File: config.mk
export PLATFORM = sky130hd
export DESIGN_NAME = sdram_ch_arbiter
export DESIGN_NICKNAME = d
export VERILOG_FILES = /design/src/rtl/sdram_ch_arbiter.sv
export SDC_FILE = /design/constraint.sdc
export NUM_CORES = 1
export LEC_CHECK = 0
export CORE_ASPECT_RATIO = 0.9
export CORE_UTILIZATION = 43
export DETAILED_ROUTE_END_ITERATION = 16
export DONT_BUFFER_PORTS = 1
export SYNTH_ARGS = -nofsm -noshare
export SYNTH_HDL_FRONTEND = slang
export SYNTH_SLANG_ARGS = --single-unit
File: constraint.sdc
create_clock -name clk -period 4 [get_ports clk]
set_input_delay 0.2 -clock clk [delete_from_list [all_inputs] [get_ports clk]]
set_output_delay 0.2 -clock clk [all_outputs]
set_load 0.1 [all_outputs]
File: src/rtl/sdram_ch_arbiter.sv
// Round-robin arbiter that shares one SDRAM controller channel among three clients.
// Optional WAIT-state watchdog is compiled in when SDRAM_ARB_TIMEOUT_EN is defined.
module sdram_ch_arbiter #(
  parameter int TIMEOUT_CYCLES = 1023
) (
  input  logic        clk,
  input  logic        reset,
  input  logic [2:0]  cl_req,
  input  logic [2:0]  cl_rnw,
  input  logic [80:0] cl_addr,
  input  logic [95:0] cl_din,
  input  logic [11:0] cl_be,
  output logic [2:0]  cl_ready,
  output logic [31:0] cl_dout,
  output logic        mem_req,
  output logic        mem_rnw,
  output logic [26:0] mem_addr,
  output logic [31:0] mem_din,
  output logic [3:0]  mem_be,
  input  logic        mem_ready,
  input  logic [31:0] mem_dout,
  output logic        busy,
  output logic        timeout_err
);

  localparam logic [1:0] ST_IDLE  = 2'd0;
  localparam logic [1:0] ST_ISSUE = 2'd1;
  localparam logic [1:0] ST_WAIT  = 2'd2;

  if (TIMEOUT_CYCLES < 1) begin : g_bad_timeout
    $error("sdram_ch_arbiter: TIMEOUT_CYCLES must be at least 1");
  end

  logic [1:0]  state;
  logic [1:0]  last_grant;
  logic [1:0]  grant;
  logic [2:0]  pending;
  logic [2:0]  cand;
  logic [2:0]  clear_mask;
  logic        found;
  logic [1:0]  pick;
  logic [1:0]  order [3];

  logic [26:0] in_addr   [3];
  logic [31:0] in_din    [3];
  logic [3:0]  in_be     [3];
  logic [26:0] hold_addr [3];
  logic [31:0] hold_din  [3];
  logic [3:0]  hold_be   [3];
  logic [2:0]  hold_rnw;

  logic        sel_rnw;
  logic [26:0] sel_addr;
  logic [31:0] sel_din;
  logic [3:0]  sel_be;

  for (genvar i = 0; i < 3; i++) begin : g_unpack
    assign in_addr[i] = cl_addr[27*i +: 27];
    assign in_din[i]  = cl_din[32*i +: 32];
    assign in_be[i]   = cl_be[4*i +: 4];
  end

  // Each request overwrites its client's holding register, so the last request wins.
  always_ff @(posedge clk) begin
    for (int i = 0; i < 3; i++) begin
      if (cl_req[i]) begin
        hold_addr[i] <= in_addr[i];
        hold_din[i]  <= in_din[i];
        hold_be[i]   <= in_be[i];
        hold_rnw[i]  <= cl_rnw[i];
      end
    end
  end

  always_comb begin
    order[0] = 2'd0;
    order[1] = 2'd1;
    order[2] = 2'd2;
    case (last_grant)
      2'd0: begin
        order[0] = 2'd1;
        order[1] = 2'd2;
        order[2] = 2'd0;
      end
      2'd1: begin
        order[0] = 2'd2;
        order[1] = 2'd0;
        order[2] = 2'd1;
      end
      default: ;
    endcase
  end

  // Same-cycle requests compete with pending ones; scanning backwards leaves the first in order.
  always_comb begin
    cand  = pending | cl_req;
    found = 1'b0;
    pick  = 2'd0;
    for (int k = 2; k >= 0; k--) begin
      if (cand[order[k]]) begin
        found = 1'b1;
        pick  = order[k];
      end
    end
    clear_mask = (state == ST_IDLE && found) ? (3'b001 << pick) : 3'b000;
  end

  always_comb begin
    sel_rnw  = cl_req[pick] ? cl_rnw[pick]  : hold_rnw[pick];
    sel_addr = cl_req[pick] ? in_addr[pick] : hold_addr[pick];
    sel_din  = cl_req[pick] ? in_din[pick]  : hold_din[pick];
    sel_be   = cl_req[pick] ? in_be[pick]   : hold_be[pick];
  end

`ifdef SDRAM_ARB_TIMEOUT_EN
  localparam int CntW = (TIMEOUT_CYCLES > 1) ? $clog2(TIMEOUT_CYCLES) : 1;
  localparam logic [CntW-1:0] WdLast = CntW'(TIMEOUT_CYCLES - 1);
  logic [CntW-1:0] wd_cnt;
  logic            timeout_q;
  assign timeout_err = timeout_q;
`else
  assign timeout_err = 1'b0;
`endif

  always_ff @(posedge clk) begin
    if (reset) begin
      state      <= ST_IDLE;
      pending    <= 3'b000;
      last_grant <= 2'd2;
      grant      <= 2'd0;
      cl_ready   <= 3'b000;
      cl_dout    <= 32'd0;
      mem_req    <= 1'b0;
      mem_rnw    <= 1'b0;
      mem_addr   <= 27'd0;
      mem_din    <= 32'd0;
      mem_be     <= 4'd0;
`ifdef SDRAM_ARB_TIMEOUT_EN
      wd_cnt     <= '0;
      timeout_q  <= 1'b0;
`endif
    end else begin
      pending  <= (pending | cl_req) & ~clear_mask;
      cl_ready <= 3'b000;
      mem_req  <= 1'b0;
      case (state)
        ST_IDLE: begin
          if (found) begin
            grant    <= pick;
            mem_rnw  <= sel_rnw;
            mem_addr <= sel_addr;
            mem_din  <= sel_din;
            mem_be   <= sel_be;
            mem_req  <= 1'b1;
            state    <= ST_ISSUE;
          end
        end
        ST_ISSUE: begin
          state <= ST_WAIT;
`ifdef SDRAM_ARB_TIMEOUT_EN
          wd_cnt <= '0;
`endif
        end
        ST_WAIT: begin
          if (mem_ready) begin
            cl_dout    <= mem_dout;
            cl_ready   <= 3'b001 << grant;
            last_grant <= grant;
            state      <= ST_IDLE;
          end
`ifdef SDRAM_ARB_TIMEOUT_EN
          else if (wd_cnt == WdLast) begin
            cl_dout    <= 32'd0;
            cl_ready   <= 3'b001 << grant;
            last_grant <= grant;
            timeout_q  <= 1'b1;
            state      <= ST_IDLE;
          end else begin
            wd_cnt <= wd_cnt + 1'b1;
          end
`endif
        end
        default: state <= ST_IDLE;
      endcase
    end
  end

  assign busy = (state != ST_IDLE);

endmodule

==> run metrics, run 1 <==
outcome finished clean; Synth Flop Type edfxtp_1; fillcell total between 2000 and 2500; design area 0.0165 mm2; P&R area growth vs syn 28.2%; initial core utilization 44.1%; endpoints failing hold 0; Avg WL per Cell 24.6 um; crit path capture type register; syn avg cell area roughly 12 um2; die area between 0.03 and 0.04 mm2; final period utilization around two thirds; TritonCTS buffer count 31; Max Clock Skew 7.49 ps; crit-path max FO 66; Placed Cells approximately 1400; initial antenna violation count 1; unrepaired setup endpoints after global routing false; final hold slack between 30 and 40 ps; Area after DPL 0.0131 mm2; global-route wire length before repair slightly above 60000 um; nets roughly 1500; CTS Sinks 301; core area 0.0292 mm2; DRT iter0 DRCs just over 700; Mapped Nets 1286; Critical Path Source Type register; critical path type reg2reg; final WL 41100 um; GPL Wtd Cong 0.771; share of layout cells above drive strength 1 roughly a tenth; worst-case vdd ir drop 402 uV; Req. time, crit path 4420 ps; Slew Limit Headroom a little over a tenth; Remaining DRCs 0; register area share after synthesis just over 60%; Max-Cap Viols 0; CTS tree yes; Worst-Skew Late Latency about 560 ps; fmax between 0.3 and 0.4 GHz; LEAKAGE 6.02 nW; Longest Clk Path Bufs 3; Worst-path clk slew 70 ps; root buf cell clkbuf_16; Hold WC Path Type in2reg; Synth cell types 43; post-synthesis register bit count 301; crit path DAT between 3000 and 4000 ps; actual slew at the worst max-slew pin 1340 ps; H-Tree Depth 1; asr flop ratio synth 0%; largest net degree at the start of global routing 91; Final ANT Viol Nets 0; DR pass1 iterations 5; total grt overflow 0; most frequent cells in the layout dlygate4sd3_1 (228), edfxtp_1 (192), nand2_1 (130); DR vias/cell 5.92; synthesized area 0.0129 mm2; io pins 332; final-report setup violation count 0; vias in the first global route 10400; Die Height 166 um; PwrDens 531 mW/mm2; Syn. warnings 0; postcts setup bufs 0; setup TNS 0 ps; most common cell after layout, fill and taps aside dlygate4sd3_1; fin crit period 2610 ps; hpwl dp 20900 um; Port Buffers 0; FP Rows 59; Vias 9865; Post-synth EDFFs 192; Slew Viols, Final 0; PostCTS Resize Cnt 0; die extent in x 185 um; Hold-fix buffers, CTS 231; all-layer global routing usage 26.4%; Cells after Synth 1056; Non-Filler Instances 1667
routing by layer:
layer  global-route usage [%]  vias up  part of all wire [%]
li1                         -     4396                     -
met1                     33.2     4829                    39
met2                     44.3      562                    49
met3                     6.27       78                   9.7
met4                     8.84        0                   2.6
met5                        0        -                     0
worst max-delay path: stages, from the launching register on:
cell and delay, ps:
dfxtp_1 510, nor2_1 150, a21oi_4 220, buf_4 830, o22ai_1 240, a211oi_1 360, o31ai_1 120
per-stage QoR:
stage | setup WS (ps) | util [%] | total power [mW]
after floorplan | 2130 | - | 5.27
after global placement | 1540 | 44.8 | 5.51
after CTS | 1430 | 56.6 | 8.80
after detailed placement | 1450 | 44.8 | 5.53
after global routing | 1200 | 56.6 | 9.04
final | 1390 | 56.6 | 8.78
where the power goes:
part / internal, mW / total (mW) / switching (mW)
Sequential: 3.60 / 4.61 / 1.00
Combinational: 0.450 / 1.13 / 0.683
Clock: 1.80 / 3.04 / 1.24
flip-flops by register name (all words and copies together), names as in the netlist:
signal and flops:
hold_be 12, state 2, hold_rnw 3, mem_be 4
mem_rnw 1, mem_req 1, hold_addr 81, cl_dout 32
grant 2, pending 3, hold_din 96, mem_addr 27
last_grant 2, cl_ready 3, mem_din 32
worst paths after layout:
kind	from	end	slack (ps)	cells past startpoint
setup reg to reg	pending[0]	mem_addr[5]	1390	6
setup / recovery	pending[0]	mem_addr[5]	1390	6
hold reg to reg	grant[1]	cl_ready[0]	500	1
hold / removal	cl_din[33]	mem_din[1]	40	4
layout make-up:
| type | instances | area [um2] | share of cell area, % |
|---|---|---|---|
| Timing Repair Buffer | 247 | 2530 | 15.3 |
| Antenna cell | 1 | 2.50 | 0.0151 |
| Sequential cell | 301 | 7950 | 48.0 |
| Clock buffer | 44 | 960 | 5.80 |
| Tap cell | 396 | 495 | 2.99 |
| Multi-Input combinational cell | 596 | 4220 | 25.5 |
| Clock inverter | 13 | 128 | 0.771 |
| Inverter | 69 | 259 | 1.57 |
cells in the mapped netlist, types with 2 or more instances:
library cell,n,share of area [%]
nor2b_1,40,1.9
o31ai_1,45,2.6
nor3_1,4,0.16
nand2_1,132,3.8
inv_1,69,2.0
buf_6,10,0.87
nor2_1,13,0.38
a211oi_1,66,3.8
buf_4,7,0.41
dfxtp_1,109,17
edfxtp_1,192,45
a21oi_1,5,0.19
and2b_1,25,1.5
o31ai_2,19,1.8
a2111oi_2,20,2.3
clkbuf_1,40,1.2
buf_2,20,0.78
nor3b_1,2,0.12
a22o_1,33,2.2
clkbuf_8,6,0.64
o22ai_1,65,3.2
a2111oi_0,44,3.0
clkbuf_2,4,0.16
a21boi_0,64,3.7
buf_1,2,0.058
or2_2,3,0.15
cells by family (layout without fill, tap and decap cells):
logic type             after synthesis  in the layout  share of synthesized area, %
muxes                                1              1                        0.0776
DFF                                301            301                          61.6
and+or+nand+nor                    226            226                          8.45
AOI/OAI and AO/OA                  368            368                          23.7
other                                1              2                        0.0291
buffers and inverters              159            373                          6.20
No activity file was read; power rests on OpenSTA's default activity.
==> inputs of run 2 (changes only) <==
- ABC_AREA: default -> 1
- clock period: 4 -> 2.7 ns (I/O delays scaled with it)
==> run metrics, run 2 <==
syn avg cell area 8.31 um2; asr flop ratio synth 0%; Longest Clk Path Bufs 3; Largest register FFs 96; Logic pwr share 29.8%; worst-case vdd ir drop 743 uV; LEAKAGE just under 8 nW; Hold WC Path Type in2reg; Cells after Synth 1598; FP Rows 60; Top reg by flops hold_din; r2r endpoint mem_addr[12]; crit-path max FO 43; H-Tree Depth 2; Slew Viols, Final 0; CTS Sinks 301; P_int 9.16 mW; Worst-path clk slew 60 ps; crit path capture type register; Critical Path Source Type register; Avg WL per Cell 17.0 um; endpoints failing hold 0; Synth cell types 22; final-report setup violation count 0; Post-synth EDFFs 192; GPL Wtd Cong 0.813; internal reg-to-reg setup slack ~330 ps; critical path type reg2reg; actual slew at the worst max-slew pin 994 ps; Final ANT Viol Nets 0; Die Height 169 um; all-layer global routing usage about 24%; post-synthesis register bit count between 300 and 400; Vias approximately 12000; initial antenna violation count 1; PwrDens 818 mW/mm2; P&R area growth vs syn 33.2%; unrepaired setup endpoints after global routing false; Slowest cell on crit path buf_4; Max-Cap Viols 0; Regs by FF count hold_din x96, hold_addr x81; most common cell in the netlist nand2_1; crit path DAT 2820 ps; die extent in x 187 um; CP max stage delay between 400 and 500 ps; Req. time, crit path 3140 ps; share of layout cells above drive strength 1 8.99%; nets ~2100; DR pass1 iterations 6; hold_sp cl_addr[33]; most frequent cells in the layout nand2_1 (480), nor2_1 (332), dlygate4sd3_1 (226); Hold-fix buffers, CTS 229; Yosys top cell area share between 40% and 50%; Worst Hold Path EP mem_addr[6]; DRT iter0 DRCs 797; synthesized area 0.0133 mm2; register share of total power between 30 and 40%; main area contributors after synthesis edfxtp_1 (43%), dfxtp_1 (16%), nand2_1 (14%), nor2_1 (9.4%), nand3_1 (8.2%); worst reg-to-reg path cell count 13; Slew Limit Headroom 33.7%; Mapped Nets 1828; Remaining DRCs 0; total grt overflow 0; hold depth 6; PostCTS Resize Cnt 0; critical-path cell list inv_1 > o21ai_2 > nand3_1 > nand2_1 > nand2_4 > inv_4 > buf_4 > nand2_1 > nand2_1 > nor2_1 > nor2_1 > nor2_1 > nor2_1; most common cell after layout, fill and taps aside nand2_1; setup TNS 0 ps; Synth Flop Type edfxtp_1; Max Clock Skew 11.6 ps; P_sw between 5 and 6 mW; hpwl dp roughly 22000 um; Port Buffers 0; Reg-to-Reg Start last_grant[0]; global-route wire length before repair between 60000 and 70000 um; Core Util, Final 58.8%; TritonCTS buffer count 35; postcts setup bufs 0; switching part of the total 36.8%; biggest area consumer among synthesized cells edfxtp_1; CTS tree yes; CP dominant cell by count nor2_1; register area share after synthesis 59.8%; DR vias/cell 5.12; core area 0.0301 mm2; final period utilization approximately 88%; Commonest cells post-synth nand2_1 (481), nor2_1 (334), nand3_1 (219); fmax 0.421 GHz; final WL ~40000 um; Clk pwr share 31.2%; root buf cell clkbuf_16; Syn. warnings 0; outcome finished clean; fin crit period 2370 ps; io pins 332; Worst-Skew Late Latency 510 ps; largest net degree at the start of global routing between 100 and 150; die area 0.0316 mm2; vias in the first global route about 12000; initial core utilization 44.1%
run 2: worst max-delay path by stage:
stage / startpoint / to / slack (ps) / cells past startpoint
2_1_floorplan: last_grant[1] / mem_addr[0] / 940 / 12
3_3_place_gp: last_grant[0] / mem_addr[14] / 500 / 13
3_5_place_dp: last_grant[0] / mem_addr[16] / 400 / 13
4_1_cts: last_grant[0] / mem_addr[16] / 370 / 13
5_1_grt: last_grant[0] / mem_addr[13] / 120 / 13
6_report: last_grant[0] / mem_addr[12] / 330 / 13
run 2: layout make-up:
class / instances / area (um2)
antenna: 2 / 5.00
clock buffer: 45 / 966
clock inverter: 17 / 120
fill: 2582 / 12400
inverter: 80 / 305
multi-input combinational: 1117 / 4640
sequential: 301 / 7950
tap: 403 / 504
timing repair buffer: 331 / 3210
run 2: power by group through the flow:
stage | logic (mW) | clock network (mW) | registers, mW
after floorplan | 1.49 | 0 | 7.31
after global placement | 3.88 | 0 | 5.73
after detailed placement | 3.91 | 0 | 5.74
after CTS | 4.32 | 4.61 | 5.65
after global routing | 4.66 | 4.77 | 5.69
final | 4.32 | 4.51 | 5.65
run 2: critical path, delay by kind of cell (launching register included):
kind	cells	cell delay, ps
buf+inv	3	680
flops	1	380
compound gates	1	260
simple gates	9	950
run 2: stage by stage:
stage / total power [mW] / hold WS [ps] / setup WS [ps] / cell area (um2) / instances
floorplan: 8.79 / 204 / 942 / 13300 / 1598
global placement: 9.61 / 210 / 498 / 14300 / 2003
detailed placement: 9.65 / 211 / 401 / 14300 / 2003
CTS: 14.6 / 0.409 / 366 / 17700 / 2294
global route: 15.1 / 33.0 / 125 / 17700 / 2295
finish: 14.5 / 18.7 / 325 / 17700 / 2296
run 2: layer usage:
metal	share of wire (%)	routed length, um	vias to the layer above	track usage, %
li1	-	-	5713	-
met1	42	16500	5490	31.3
met2	47	18400	482	40.6
met3	8.4	3280	62	6.14
met4	2.0	771	0	6.99
met5	0	0	-	0
run 2: logic make-up (layout without fill, tap and decap cells):
logic type             count (synthesis)  after routing  share of synthesized area [%]
AO/OA/AOI/OAI                         74             74                           2.90
flip-flops                           301            301                           59.8
AND/OR/NAND/NOR                     1042           1042                           31.7
other                                  1              3                         0.0282
buffers and inverters                180            473                           5.59
==> inputs of run 3 (changes only) <==
- ABC_AREA: 1 -> 0
==> run metrics, run 3 (synthesized netlist as in run 1, its figures left out) <==
endpoints failing hold 0; outcome finished clean; Final ANT Viol Nets 0; Longest Clk Path Bufs 3; largest net degree at the start of global routing 68; fmax 0.405 GHz; critical path type reg2reg; design area 0.0174 mm2; total grt overflow 0; Regs by FF count hold_din x96, hold_addr x81; Remaining DRCs 0; DRT iter0 DRCs 745; hpwl dp 21900 um; Vias 10300; CTS tree yes; nets ~1600; root buf cell clkbuf_16; crit path capture type register; postcts setup bufs 0; LEAKAGE 6.56 nW; Req. time, crit path 3120 ps; worst-case vdd ir drop between 500 and 600 uV; Max Clock Skew 13.6 ps; Critical Path Source Type register; FP Rows 59; global-route wire length before repair between 60000 and 70000 um; GPL Wtd Cong 0.791; switching part of the total 33.0%; Avg WL per Cell 23.6 um; PostCTS Resize Cnt 0; Area after DPL 0.0139 mm2; most frequent cells in the layout dlygate4sd3_1 (228), edfxtp_1 (192), nand2_1 (130); Logic pwr share 22.5%; all-layer global routing usage between 20% and 30%; Clk pwr share 34.4%; total power 13.3 mW; TritonCTS buffer count 34; setup TNS 0 ps; initial antenna violation count 1; most common cell after layout, fill and taps aside dlygate4sd3_1; core area 0.0292 mm2; Largest register FFs 96; fin crit period 2470 ps; crit-path max FO 30; share of layout cells above drive strength 1 16.1%; Top reg by flops hold_din; H-Tree Depth 2; final WL around 42000 um; unrepaired setup endpoints after global routing false; Hold WC Path Type in2reg; initial core utilization between 40% and 50%; register share of total power 43.1%; Max-Cap Viols 0; die area 0.0307 mm2; final period utilization 91.5%; vias in the first global route around 11000; P&R area growth vs syn 34.5%; actual slew at the worst max-slew pin 1020 ps; Port Buffers 0; final-report setup violation count 0; P_int a little under 9 mW; Worst-path clk slew 60 ps; Slew Viols, Final 0; PwrDens between 700 and 800 mW/mm2; io pins 332; DR vias/cell around 5.8; Antenna diodes 0; P_sw roughly 4.4 mW; Core Util, Final 59.4%; Worst-Skew Late Latency ~500 ps; CTS Sinks 301; crit path DAT between 2000 and 3000 ps; Die Height ~170 um; DR pass1 iterations 6; Slew Limit Headroom between 30 and 40%; die extent in x ~180 um
-- run 3: worst paths after layout --
| path | cells after the start | endpoint | slack [ps] | start |
|---|---|---|---|---|
| hold / removal | 4 | mem_be[0] | 20 | cl_be[4] |
| setup / recovery | 6 | mem_addr[26] | 230 | last_grant[1] |
| setup reg to reg | 6 | mem_addr[26] | 230 | last_grant[1] |
| hold reg to reg | 2 | mem_din[0] | 450 | mem_din[0] |
-- run 3: layout make-up --
| type | instances | area [um2] |
|---|---|---|
| Clock buffer | 48 | 1010 |
| Clock inverter | 14 | 93.8 |
| Fill cell | 2332 | 11900 |
| Inverter | 69 | 259 |
| Multi-Input combinational cell | 596 | 4220 |
| Sequential cell | 301 | 7950 |
| Tap cell | 396 | 495 |
| Timing Repair Buffer | 343 | 3330 |
-- run 3: repair_timing --
| item | 4_1_cts | 5_1_grt |
|---|---|---|
| endpoints found under the hold margin | 491 | 0 |
| hold buffers | 231 | 0 |
| endpoints found under the setup margin | 0 | 0 |
-- run 3: critical path, stage by stage, from the launching register on --
cell       delay [ps]
dfxtp_1           510
o41ai_4           200
and3_4            240
o31ai_4           730
buf_12            310
a2111oi_0         100
o31ai_1           260
-- run 3: per-layer routing --
metal	track usage (%)	share of wire, %	vias to the layer above
li1	-	-	4600
met1	33.4	40	5052
met2	45.3	49	523
met3	6.62	8.7	89
met4	9.38	2.5	2
met5	0	0.031	-
-- run 3: power by group through the flow --
stage          Combinational (mW)  Clock, mW  Sequential (mW)
2_1_floorplan               0.978          0             6.83
3_3_place_gp                 2.58          0             5.83
3_5_place_dp                 2.60          0             5.84
4_1_cts                      2.99       4.63             5.75
5_1_grt                      3.14       4.83             5.79
6_report                     3.00       4.58             5.75
-- run 3: stage by stage --
stage          setup slack [ps]  hold WS, ps  std cells
3_3_place_gp                317          213       1474
4_1_cts                     229         4.75       1767
2_1_floorplan               827          234       1056
5_1_grt                     102         20.4       1767
3_5_place_dp                286          217       1474
6_report                    231         23.1       1767
